File: config.mk
export PLATFORM = sky130hd
export DESIGN_NAME = ps2_scan_decoder
export DESIGN_NICKNAME = d
export VERILOG_FILES = /design/src/rtl/ps2_scan_decoder_pkg.sv /design/src/rtl/ps2_repeat_filter.sv /design/src/rtl/ps2_scan_decoder.sv
export SDC_FILE = /design/constraint.sdc
export NUM_CORES = 1
export LEC_CHECK = 0
export ABC_AREA = 1
export BUFFER_PORTS_ARGS = -buffer_cell sky130_fd_sc_hd__buf_2
export CAP_MARGIN = 10
export CORE_AREA = 2 2 61 63
export CTS_CLUSTER_SIZE = 12
export DETAILED_ROUTE_END_ITERATION = 12
export DIE_AREA = 0 0 63 65
export GPL_ROUTABILITY_DRIVEN = 0
export PLACE_DENSITY_LB_ADDON = 0.3
export SLEW_MARGIN = 25
export SYNTH_ARGS = -nofsm -noshare
export SYNTH_HDL_FRONTEND = slang
export SYNTH_SLANG_ARGS = --single-unit
File: constraint.sdc
create_clock -name clk -period 1.5 [get_ports clk]
set_input_delay 0.075 -clock clk [delete_from_list [all_inputs] [get_ports clk]]
set_output_delay 0.075 -clock clk [all_outputs]
set_load 0.02 [all_outputs]
File: src/rtl/ps2_scan_decoder_pkg.sv
// ps2_scan_decoder_pkg
//   Shared constants and types for the PS/2 set-2 scan-code decoder:
//   prefix bytes, receiver error codes, FSM state encoding and a small
//   helper that classifies receiver error bytes.
package ps2_scan_decoder_pkg;

   localparam int         BYTE_W  = 8;

   localparam logic [7:0] PFX_EXT = 8'hE0;
   localparam logic [7:0] PFX_BRK = 8'hF0;
   localparam logic [7:0] ERR_LO  = 8'h00;
   localparam logic [7:0] ERR_HI  = 8'hFF;

   typedef enum logic [1:0] {
      ST_IDLE   = 2'd0,
      ST_POP    = 2'd1,
      ST_SETTLE = 2'd2
   } state_t;

   function automatic logic is_err_byte(input logic [BYTE_W-1:0] b);
      return (b == ERR_LO) || (b == ERR_HI);
   endfunction

endpackage

File: src/rtl/ps2_repeat_filter.sv
// ps2_repeat_filter
//   Suppresses typematic repeat makes of a held key.  Keeps the last make
//   {held_ext, held_code} while held_v is set; a make equal to it is dropped,
//   any other make replaces it, a matching break releases it.  Breaks always
//   pass.  With ENABLE=0 every candidate passes.
// Ports
//   clk, reset  : system clock, synchronous active-high reset
//   cand        : a non-prefix, non-error byte is being decoded this cycle
//   code/ext/brk: the candidate event
//   pass        : combinational; 1 = emit the candidate event
module ps2_repeat_filter
   import ps2_scan_decoder_pkg::*;
#(
   parameter bit ENABLE = 1'b1
)
(
   input  logic              clk,
   input  logic              reset,
   input  logic              cand,
   input  logic [BYTE_W-1:0] code,
   input  logic              ext,
   input  logic              brk,
   output logic              pass
);

   logic              held_v;
   logic              held_ext;
   logic [BYTE_W-1:0] held_code;
   logic              held_hit;

   assign held_hit = held_v && (held_ext == ext) && (held_code == code);
   assign pass     = !ENABLE || brk || !held_hit;

   always_ff @(posedge clk) begin
      if (reset) begin
         held_v <= 1'b0;
      end else if (cand) begin
         if (!brk)
            held_v <= 1'b1;
         else if (held_hit)
            held_v <= 1'b0;
      end
   end

   // Key identity needs no reset: it is only meaningful while held_v is set.
   always_ff @(posedge clk) begin
      if (cand && !brk) begin
         held_ext  <= ext;
         held_code <= code;
      end
   end

endmodule

File: src/rtl/ps2_scan_decoder.sv
// ps2_scan_decoder
//   Pops bytes from a PS/2 receiver FIFO and turns set-2 scan-code sequences
//   (optional E0 / F0 prefixes + code) into single key events held in an
//   output register with a valid/accept handshake.
// Ports
//   clk, reset     : system clock, synchronous active-high reset
//   kb_data        : head byte of receiver FIFO, valid while kb_ready
//   kb_ready       : FIFO non-empty
//   kb_overflow    : receiver FIFO overflow flag
//   kb_nextdata_n  : active-low one-cycle pop strobe
//   key_code       : scan code with prefixes stripped
//   key_ext        : event carried E0
//   key_break      : 1 = release, 0 = press
//   key_valid      : event available; held until key_accept
//   key_accept     : downstream consumes the event
//   key_err        : one-cycle pulse on a 00/FF receiver error byte
//   ovf_seen       : sticky overflow indicator, cleared only by reset
module ps2_scan_decoder
   import ps2_scan_decoder_pkg::*;
#(
   parameter bit FILTER_REPEAT = 1'b1
)
(
   input  logic              clk,
   input  logic              reset,
   input  logic [BYTE_W-1:0] kb_data,
   input  logic              kb_ready,
   input  logic              kb_overflow,
   output logic              kb_nextdata_n,
   output logic [BYTE_W-1:0] key_code,
   output logic              key_ext,
   output logic              key_break,
   output logic              key_valid,
   input  logic              key_accept,
   output logic              key_err,
   output logic              ovf_seen
);

   state_t            state, state_nxt;
   logic [BYTE_W-1:0] byte_q;
   logic              ext_f, brk_f;
   logic              slot_free, take;
   logic              is_ext, is_brk, is_err, cand, pass;

   // The output slot is free if empty or being drained this very cycle,
   // which allows accept and the next pop to overlap.
   assign slot_free = !key_valid || key_accept;

   assign is_ext = (byte_q == PFX_EXT);
   assign is_brk = (byte_q == PFX_BRK);
   assign is_err = is_err_byte(byte_q);
   assign cand   = (state == ST_POP) && !is_ext && !is_brk && !is_err;

   always_ff @(posedge clk) begin
      if (reset)
         state <= ST_IDLE;
      else
         state <= state_nxt;
   end

   always_comb begin
      state_nxt     = state;
      kb_nextdata_n = 1'b1;
      take          = 1'b0;
      case (state)
         ST_IDLE: begin
            if (kb_ready && slot_free) begin
               state_nxt = ST_POP;
               take      = 1'b1;
            end
         end
         ST_POP: begin
            // Suppressed under reset so an abandoned byte is never popped.
            kb_nextdata_n = reset;
            state_nxt     = ST_SETTLE;
         end
         ST_SETTLE: state_nxt = ST_IDLE;
         default:   state_nxt = ST_IDLE;
      endcase
   end

   always_ff @(posedge clk) begin
      if (take)
         byte_q <= kb_data;
   end

   ps2_repeat_filter #(.ENABLE(FILTER_REPEAT)) u_filter (
      .clk   (clk),
      .reset (reset),
      .cand  (cand),
      .code  (byte_q),
      .ext   (ext_f),
      .brk   (brk_f),
      .pass  (pass)
   );

   // Decode happens in POP; results appear in the SETTLE cycle.  key_valid is
   // always clear during POP because the pop was only started with a free slot.
   always_ff @(posedge clk) begin
      if (reset) begin
         ext_f     <= 1'b0;
         brk_f     <= 1'b0;
         key_valid <= 1'b0;
         key_code  <= '0;
         key_ext   <= 1'b0;
         key_break <= 1'b0;
         key_err   <= 1'b0;
         ovf_seen  <= 1'b0;
      end else begin
         key_err  <= 1'b0;
         ovf_seen <= ovf_seen | kb_overflow;
         if (key_valid && key_accept)
            key_valid <= 1'b0;
         if (state == ST_POP) begin
            if (is_ext) begin
               ext_f <= 1'b1;
            end else if (is_brk) begin
               brk_f <= 1'b1;
            end else begin
               ext_f <= 1'b0;
               brk_f <= 1'b0;
               if (is_err) begin
                  key_err <= 1'b1;
               end else if (pass) begin
                  key_valid <= 1'b1;
                  key_code  <= byte_q;
                  key_ext   <= ext_f;
                  key_break <= brk_f;
               end
            end
         end
      end
   end

endmodule

==> results.yml <==
synthesis:
  syn_avg_cell_area_sq_um: 8.62
  yosys.area.top_type_share_pct: 30.5
  ys_top_cells_by_area: "edfxtp_1, dfxtp_1, nand2_1"
  netlist_area_sq_um: 1670
  seq_area_frac_synth_pct: 52.1
  ys_types: 25
  synth_edf_count: 17
  synthFlopType: "dfxtp_1"
  synth-seq-cells: 35
  yosysTopAreaCell: "edfxtp_1"
  syn_inst: 194
  async_flop_share_pct: 0
  synth_fp_nets: 207
  yosysWarnings: 0
floorplan:
  die_area_sq_um: 4100
  die_h_microns: 65
  coreArea_sq_um: 3500
  die_x_microns: 63
  num_io_pins: 27
  rows: 22
  start_util_pct: 47.8
cells_and_area:
  syn_to_final_growth_pct: 41.8
  drive_above_1_share_pct: 42.3
  finalInstanceArea_sq_um: 2370
  nets: 279
  n_antenna_cell: 0
  fin_cells: 315
timing:
  finalSetupViolCount: 21
  clock_skew_ps: 16.4
  hold_viol: 0
  fmax_ghz: 0.644
  maxSlewHeadroom_pct: 70.7
  tightest_slew_ps: 439
  rsz0062_at_grt: "true"
  final_max_slew_viol_count: 0
  finalSetupTns_ps: -651
  setup_ws_ps: -52.9
  fin_crit_sh_pct: 104
  period_needed_ps: 1550
worst_setup_path:
  crit_chain: "nand2_1, nor2_2, nand2_2, nand3_4, nor2_8, nand2_4, inv_4"
  worst-setup-path-type: "reg2reg"
  crit_arrival_ps: 1630
  critPathLaunchType: "flip-flop"
  endpoint_kind: "flip-flop"
  required_ps: 1580
  slowest_delay_ps: 480
  critical_path.top_delay_family: "simple AND/OR/NAND/NOR gates"
  slowest_stage: "edfxtp_1"
  crit_buf_inv: 1
  cp_max_fo: 6
placed_design:
  dp_cells: 280
  numPortBuffers: 26
  hpwl_microns: 2510
  placed_area_sq_um: 1980
clocking:
  path_clk_slew_ps: 100
  clockBufferDepth: 2
  clock-sinks: 35
  insertion_delay_ps: 360
  ctsHtreeMaxLevel: 2
  cts_root_buf: "clkbuf_4"
  cts_tree: "built"
  cts_buffers: 5
drt:
  ant_nets: 0
  vias: 1490
  viasPerCell: 4.73
  drtPass1Iterations: 4
  drtIter0Drc: 87
  wl_per_cell_microns: 12.3
  drc: 0
  wl_microns: 3880
outcome:
  outcome: "complete, but fails checks"
  violations: "negative setup slack"
power:
  powerDensity_nw_per_um2: 853
  ir_drop_mv: 0.537
  leakage_nw: 1.04
  power_w: 0.00202
grt:
  gr-total-overflow: 0
  grt_pass1_wl_microns: 6560
  grt_usage_pct: 21.4
  first_global_vias: 1433
  antenna_found_initial: 0
  grt_max_degree: 13
worst_hold_path:
  hp-class: "in2reg"
job:
  maxCapViolCount: 0
## stage by stage
step	util, %	setup slack [ps]	hold WS (ps)
2_1_floorplan	-	5.97	144
3_3_place_gp	56.6	-60.0	252
3_5_place_dp	56.6	-95.9	253
4_1_cts	65.4	-46.2	178
5_1_grt	67.8	-142	186
6_report	67.8	-52.9	178
## cell type report
class,instances,area (sq um)
fill,296,1120
multi-input combinational,131,782
tap,48,60.1
clock buffer,6,41.3
clock inverter,2,7.51
sequential,35,871
timing repair inverter,1,6.26
timing repair buffer,65,490
inverter,27,113
## worst min-delay path, cell delays in order
cell     delay (ps)
buf_2            80
nor2_1           60
buf_4           140
a21oi_2          90
nor2_1           40
## cell usage after synthesis (2+ instances only)
cell type / number
nand2_1: 49
nor2_1: 29
inv_1: 20
dfxtp_1: 18
edfxtp_1: 17
nand3_1: 13
a21oi_2: 11
inv_2: 7
nand2_2: 6
a21oi_1: 4
nor2_2: 3
buf_6: 2
nand3_4: 2
o21ai_0: 2
## layout by cell type (no fill, tap or decap), types with 2 or more instances in the layout
cell type      instances
a21oi_1                4
a21oi_2               11
buf_12                 3
buf_2                 26
buf_4                 24
clkbuf_4               5
clkinv_1               2
dfxtp_1               18
dlygate4sd3_1         12
edfxtp_1              17
inv_1                 17
inv_2                  8
nand2_1               44
nand2_2               10
nand3_1                8
nand3_2                6
nand3_4                5
nor2_1                27
nor2_2                 3
nor2_4                 3
o21ai_0                2
## layer usage
layer | track usage (%) | part of all wire [%] | vias to the layer above
met1 | 25.2 | 43 | 686
li1 | - | - | 764
met3 | 6.60 | 4.1 | 8
met4 | 9.44 | 2.1 | 0
met5 | 0 | 0 | -
met2 | 35.9 | 51 | 32
## logic make-up after synthesis
kind of cell / synth area share [%]
buf+inv: 8.53
simple gates: 30.8
compound gates: 8.08
flops: 52.1
xor+xnor: 0.524
## timing repair
action / in CTS / in global routing
hold endpoints to repair: 13 / 0
pin swaps: 5 / 11
gates cloned: 4 / 0
setup buffers: 4 / 7
hold buffers: 12 / 0
gates resized for setup: 13 / 10
setup endpoints to repair: 21 / 22
## power by group
part	internal (W)	switching, W	leakage [nW]
combinational	0.000192	0.000231	0.710
sequential	0.00107	0.0000459	0.307
clock	0.000173	0.000312	0.0273
total	0.00143	0.000589	1.04
## state kept, by name, indices dropped and copies added (netlist names), 2 cells and up
register / cells
u_filter.held_code: 8
byte_q: 8
key_code: 8
state: 2
## worst paths after layout
kind	to	from	cells after the start	slack, ps
hold reg to reg	key_break	key_break	2	470
hold / removal	key_valid	key_accept	5	180
setup / recovery	u_filter.held_code[0]	byte_q[7]	7	-50
setup reg to reg	u_filter.held_code[0]	byte_q[7]	7	-50
(Power assumes the default switching activity.)
